File: src/rtl/pipeline_hazard_ctrl_pkg.sv
// pipeline_hazard_ctrl_pkg
//   Shared definitions for the RV32 pipeline hazard controller.
//   - state_t   : controller FSM states (RUN / REDIRECT)
//   - NOP_INSTR : instruction word the IF/ID register loads when flushed (addi x0,x0,0)
//   - REG_X0    : hard-wired zero register; never a real hazard source
package pipeline_hazard_ctrl_pkg;

  typedef enum logic {
    ST_RUN      = 1'b0,
    ST_REDIRECT = 1'b1
  } state_t;

  localparam logic [31:0] NOP_INSTR = 32'h0000_0013;
  localparam logic [4:0]  REG_X0    = 5'd0;

endpackage

File: src/rtl/pipeline_hazard_ctrl_load_use_detect.sv
// load_use_detect
//   Purely combinational load-use hazard compare. Flags when the EX-stage
//   instruction is a load whose destination is read by the ID-stage instruction.
//   Ports:
//     id_rs1, id_rs2         in  ID-stage source registers
//     id_use_rs1, id_use_rs2 in  ID instruction actually reads rs1 / rs2
//     ex_rd                  in  EX-stage destination register
//     ex_mem_read            in  EX-stage instruction is a load
//     load_use               out hazard: ID must wait one cycle for the load data
module load_use_detect
  import pipeline_hazard_ctrl_pkg::*;
#(
  parameter int REG_ADDR_W = 5
) (
  input  logic [REG_ADDR_W-1:0] id_rs1,
  input  logic [REG_ADDR_W-1:0] id_rs2,
  input  logic                  id_use_rs1,
  input  logic                  id_use_rs2,
  input  logic [REG_ADDR_W-1:0] ex_rd,
  input  logic                  ex_mem_read,
  output logic                  load_use
);

  logic rs1_hit;
  logic rs2_hit;

  assign rs1_hit = id_use_rs1 && (id_rs1 == ex_rd);
  assign rs2_hit = id_use_rs2 && (id_rs2 == ex_rd);

  // A load targeting x0 writes nothing, so it can never create a dependency.
  assign load_use = ex_mem_read && (ex_rd != REG_ADDR_W'(REG_X0)) && (rs1_hit || rs2_hit);

endmodule

File: src/rtl/pipeline_hazard_ctrl.sv
// pipeline_hazard_ctrl
//   Sequences the 5-stage RV32 pipeline registers: PC enable, IF/ID enable/flush,
//   ID/EX bubble and EX/MEM freeze. Resolves load-use stalls, EX redirects,
//   fetch wait states and data-memory busy freezes; counts stall and flush cycles.
//   Outputs are combinational from registered state plus current inputs so the
//   pipeline registers act on them in the same cycle.
//   Ports:
//     clk, rst                 rising-edge clock, synchronous active-high reset
//     id_rs1/id_rs2/id_use_*   ID-stage operand usage
//     ex_rd, ex_mem_read       EX-stage load destination
//     ex_redirect              EX resolved a taken branch/jump
//     imem_ready               fetch data valid this cycle
//     dmem_busy                MEM stage cannot complete this cycle
//     pc_en, if_id_en          PC / IF-ID load enables
//     if_id_flush              IF/ID loads NOP (wins over if_id_en)
//     id_ex_flush              ID/EX loads a bubble
//     ex_mem_en                EX/MEM and MEM/WB load enable
//     stall_cnt, flush_cnt     wrapping perf counters
module pipeline_hazard_ctrl
  import pipeline_hazard_ctrl_pkg::*;
#(
  parameter int REG_ADDR_W   = 5,
  parameter int FLUSH_CYCLES = 1,
  parameter int CNT_W        = 32
) (
  input  logic                  clk,
  input  logic                  rst,
  input  logic [REG_ADDR_W-1:0] id_rs1,
  input  logic [REG_ADDR_W-1:0] id_rs2,
  input  logic                  id_use_rs1,
  input  logic                  id_use_rs2,
  input  logic [REG_ADDR_W-1:0] ex_rd,
  input  logic                  ex_mem_read,
  input  logic                  ex_redirect,
  input  logic                  imem_ready,
  input  logic                  dmem_busy,
  output logic                  pc_en,
  output logic                  if_id_en,
  output logic                  if_id_flush,
  output logic                  id_ex_flush,
  output logic                  ex_mem_en,
  output logic [CNT_W-1:0]      stall_cnt,
  output logic [CNT_W-1:0]      flush_cnt
);

  // Remaining wrong-path cycles to discard after the redirect cycle itself.
  localparam logic [3:0] RD_RELOAD = 4'(FLUSH_CYCLES - 1);

  state_t     state,     state_nxt;
  logic [3:0] rd_cnt,    rd_cnt_nxt;
  logic       stall_inc;
  logic       flush_inc;
  logic       load_use;

  load_use_detect #(
    .REG_ADDR_W (REG_ADDR_W)
  ) u_load_use_detect (
    .id_rs1      (id_rs1),
    .id_rs2      (id_rs2),
    .id_use_rs1  (id_use_rs1),
    .id_use_rs2  (id_use_rs2),
    .ex_rd       (ex_rd),
    .ex_mem_read (ex_mem_read),
    .load_use    (load_use)
  );

  always_comb begin
    // NOTE: every signal gets a default first so no path leaves one unassigned (no latches).
    pc_en       = 1'b1;
    if_id_en    = 1'b1;
    if_id_flush = 1'b0;
    id_ex_flush = 1'b0;
    ex_mem_en   = 1'b1;
    state_nxt   = state;
    rd_cnt_nxt  = rd_cnt;
    stall_inc   = 1'b0;
    flush_inc   = 1'b0;

    if (dmem_busy) begin
      // Whole pipeline freezes; a pending redirect stays in EX and is seen once MEM frees up.
      pc_en     = 1'b0;
      if_id_en  = 1'b0;
      ex_mem_en = 1'b0;
    end else if (state == ST_RUN) begin
      if (ex_redirect) begin
        // Redirect outranks load-use: the stalled ID instruction is on the wrong path anyway.
        if_id_flush = 1'b1;
        id_ex_flush = 1'b1;
        flush_inc   = 1'b1;
        if (FLUSH_CYCLES > 1) begin
          state_nxt  = ST_REDIRECT;
          rd_cnt_nxt = RD_RELOAD;
        end
      end else if (load_use) begin
        pc_en       = 1'b0;
        if_id_en    = 1'b0;
        id_ex_flush = 1'b1;
        stall_inc   = 1'b1;
      end else if (!imem_ready) begin
        pc_en       = 1'b0;
        if_id_flush = 1'b1;
        stall_inc   = 1'b1;
      end
    end else begin
      if_id_flush = 1'b1;
      pc_en       = imem_ready;
      flush_inc   = 1'b1;
      if (ex_redirect) begin
        id_ex_flush = 1'b1;
        rd_cnt_nxt  = RD_RELOAD;
      end else begin
        rd_cnt_nxt = rd_cnt - 4'd1;
        if (rd_cnt == 4'd1) state_nxt = ST_RUN;
      end
    end

    if (rst) begin
      pc_en       = 1'b0;
      if_id_en    = 1'b0;
      if_id_flush = 1'b1;
      id_ex_flush = 1'b1;
      ex_mem_en   = 1'b0;
    end
  end

  // NOTE: sequential state uses non-blocking assignments so all registers update together.
  always_ff @(posedge clk) begin
    if (rst) begin
      state     <= ST_RUN;
      rd_cnt    <= 4'd0;
      stall_cnt <= '0;
      flush_cnt <= '0;
    end else begin
      state  <= state_nxt;
      rd_cnt <= rd_cnt_nxt;
      if (stall_inc) stall_cnt <= stall_cnt + 1'b1;
      if (flush_inc) flush_cnt <= flush_cnt + 1'b1;
    end
  end

endmodule

File: config.mk
export PLATFORM = sky130hd
export DESIGN_NAME = pipeline_hazard_ctrl
export DESIGN_NICKNAME = d
export VERILOG_FILES = /design/src/rtl/pipeline_hazard_ctrl_pkg.sv /design/src/rtl/pipeline_hazard_ctrl_load_use_detect.sv /design/src/rtl/pipeline_hazard_ctrl.sv
export SDC_FILE = /design/constraint.sdc
export NUM_CORES = 1
export LEC_CHECK = 0
export CORE_ASPECT_RATIO = 0.6
export CORE_MARGIN = 3
export CORE_UTILIZATION = 30
export CTS_BUF_LIST = sky130_fd_sc_hd__clkbuf_16
export CTS_CLUSTER_DIAMETER = 40
export DETAILED_ROUTE_END_ITERATION = 8
export GPL_ROUTABILITY_DRIVEN = 0
export SLEW_MARGIN = 10
export SYNTH_ARGS = -nofsm -noshare
export SYNTH_HDL_FRONTEND = slang
export SYNTH_HIERARCHICAL = 1
export SYNTH_SLANG_ARGS = --single-unit
File: constraint.sdc
create_clock -name clk -period 3.7 [get_ports clk]
set_clock_uncertainty 0.15 [all_clocks]
set_input_delay 0.74 -clock clk [delete_from_list [all_inputs] [get_ports clk]]
set_output_delay 0.74 -clock clk [all_outputs]
set_load 0.01 [all_outputs]
==> impl_metrics.py <==
metrics = {
    "status": {
        "status": "finished clean",
    },
    "route": {
        "ant_nets": 0,
        "vias": 3606,
        "drc_errors": 0,
        "dr.pass1.iters": 4,
        "wl_per_cell_um": 14.4,
        "vias_per_cell": 5.21,
        "postRouteWirelength_mm": 9.95,
        "drt_iter0_markers": 186,
    },
    "power": {
        "swShare_pct": 20.2,
        "vdd_drop_max_mv": 0.218,
        "p_per_area_mw_per_mm2": 369,
        "p_seq_share_pct": 39.4,
        "p_leak_uw": 0.00177,
        "p_int_uw": 1510,
        "p_comb_share_pct": 5.0,
        "power.total_uw": 1900,
        "power.net_switching_uw": 383,
        "pwr-share-clk_pct": 55.6,
    },
    "timing": {
        "fin_crit_ns": 3.57,
        "final.period_utilization_pct": 96.6,
        "tightest_slew_ns": 0.972,
        "drv_slew": 0,
        "holdWs_ns": 0.343,
        "fmax_mhz": 280,
        "setup_viol": 0,
        "finalHoldViolCount": 0,
        "relSlewSlack_pct": 35.2,
        "grt_setup_unrepaired": "no",
    },
    "clock_tree": {
        "clk_path_buf_depth": 2,
        "cts_buffers": 9,
        "root_buffer": "clkbuf_16",
        "cts_tree": "built",
        "clkSinkCount": 69,
        "clk_pin_slew_ns": 0.06,
        "cts_hold_buffers": 0,
        "cts_htree_levels": 3,
        "insertion_delay_ns": 0.34,
    },
    "floorplan": {
        "ioPinCount": 92,
        "rows": 30,
        "die_area_mm2": 0.0138,
        "die_x_um": 150,
        "core_area_mm2": 0.0117,
        "fp.dieH_um": 92.3,
        "initial_utilization_pct": 31.8,
    },
    "yosys": {
        "syn_area_per_cell_um2": 8.42,
        "synth_area_leader_cell": "dfxtp_1",
        "ys_seq_area_share_pct": 37.1,
        "syn_nets": 469,
        "synth_edf_count": 0,
        "synth.top_cell.area_share_pct": 37.1,
        "synth_cell_types": 42,
        "ys_ff_latch": 69,
        "synth.most_common_cell": "dfxtp_1",
        "synth_top_flop_cell": "dfxtp_1",
        "synth.area.top_cells": "dfxtp_1 37%, mux2_2 7.0%, a21oi_1 4.4%",
        "netlist_area_mm2": 0.00372,
        "yosys_warnings": 6,
        "async_reset_ff_share_pct": 0,
        "netlist_instances": 442,
        "synth_common_cells": "69 x dfxtp_1, 43 x nor2_1, 33 x a21oi_1",
    },
    "worst_setup_path": {
        "reg2reg_depth": 4,
        "critical_path_required_ns": 2.81,
        "path_max_fanout": 3,
        "path_class": "in -> out",
        "endpoint_kind": "output port",
        "slowest_delay_ns": 0.41,
        "critical-path-slowest-cell": "clkdlybuf4s50_1",
        "reg2reg_from": "stall_cnt[12]$_SDFFE_PP0P_",
        "r2r_slack_ns": 1.31,
        "critPathArrivalTime_ns": 2.68,
        "r2r_end": "stall_cnt[31]$_SDFFE_PP0P_",
        "startpoint_type": "input port",
        "cp_cell_sequence": "clkdlybuf4s50_1, xor2_1, nor4_2, nand3_1, a21oi_2, buf_4, o21ai_0, a21o_1, dlygate4sd2_1",
    },
    "global_route": {
        "globalRouteTotalUtil_pct": 14.8,
        "grt_pass1_vias": 3367,
        "grt_pass1_wl_mm": 16.8,
        "grt_antenna_before_repair": 0,
        "grt_overflow": 0,
        "grt_max_degree": 96,
    },
    "placed_design": {
        "place_inst": 675,
        "portBuffers": 91,
        "dpl.hpwl_mm": 6.96,
    },
    "cells_and_area": {
        "num_antenna_cells": 0,
        "area_growth_pct": 38.3,
        "n_fill_cell": 1161,
        "ff_latch_area_mm2": 0.00138,
        "drive_above_1_share_pct": 11.3,
        "multi_input_area_mm2": 0.00217,
        "fin_cells": 692,
        "nets": 554,
    },
    "min_path": {
        "hold_depth": 2,
        "hold_class": "reg -> reg",
        "min-delay-start": "flush_cnt[11]$_SDFFE_PP0P_",
        "holdPathEnd": "flush_cnt[11]$_SDFFE_PP0P_",
    },
    "job": {
        "max-cap-violations": 0,
    },
}
[placed cells by master, fill, tap and decap left out, drive strengths merged, types with 15 or more instances in the layout]
cell           count
clkdlybuf4s50     81
or4               18
xor2              15
o31ai             17
nand2             22
dfxtp             69
nor4              22
mux2              26
inv               15
nor2b             24
nand4             18
nand3             20
a21oi             33
nor2              44
[power groups by stage]
stage          clock, uW  combinational (uW)  sequential, uW
6_report            1050                94.4             748
5_1_grt             1110                 105             749
4_1_cts             1070                96.5             748
3_5_place_dp           0                97.2             765
3_3_place_gp           0                94.6             764
2_1_floorplan          0                47.5             765
[cell families after synthesis]
kind of cell / share of synthesized area [%]
and+or+nand+nor: 33.0
xor gates and xnor gates: 4.71
DFF: 37.1
buffers and inverters: 4.64
AOI/OAI and AO/OA: 11.0
adders and majority gates: 1.34
muxes: 8.13
[layout make-up]
class,instances,share of cell area (%)
clock buffers,9,4.38
clock inverters,7,2.67
inverters,15,1.09
multi-input cells,333,42.2
flip-flops and latches,69,26.8
well taps,160,3.89
repair buffers,99,18.9
[worst max path at each step]
stage	cells past startpoint	end	startpoint	slack (ns)
after floorplan	9	stall_cnt[22]$_SDFFE_PP0P_	ex_rd[0]	0.78
after global routing	9	if_id_flush	id_rs1[0]	0.02
final	9	if_id_flush	id_rs1[3]	0.13
after global placement	8	id_ex_flush	ex_rd[0]	-0.07
after CTS	9	if_id_flush	ex_rd[1]	0.05
after detailed placement	8	if_id_flush	ex_rd[0]	-0.19
[flip-flops by register name, summed over array words and instances (netlist names)]
name / count
state: 1
rd_cnt: 4
stall_cnt: 32
flush_cnt: 32
[metal layers]
layer | global-route usage [%] | share of wire (%) | up-vias
met2 | 23.1 | 47 | 74
met5 | 0 | 0 | -
li1 | - | - | 1788
met1 | 20.0 | 48 | 1737
met3 | 4.35 | 4.5 | 7
met4 | 4.11 | 0.90 | 0
[through the flow]
stage	util, %	worst slack (ns)	instance area (um^2)	TNS, ns
after floorplan	-	0.776	3720	0
after global placement	40.7	-0.0698	4760	-0.195
after detailed placement	40.7	-0.191	4760	-0.823
after CTS	43.8	0.0468	5130	0
after global routing	43.9	0.0232	5150	0
final	43.9	0.126	5150	0
[critical path, delay by kind of cell]
| kind | cells | cell delay [ns] |
|---|---|---|
| buf+inv | 3 | 0.83 |
| compound gates | 3 | 0.49 |
| simple gates | 2 | 0.42 |
| xor+xnor | 1 | 0.18 |
[what timing repair did]
item / 4_1_cts / 5_1_grt
gates cloned: 0 / 0
pin swaps: 2 / 5
gates resized for setup: 4 / 8
setup endpoints to repair: 4 / 4
buffers inserted: 1 / 0
(Power assumes the default switching activity.)
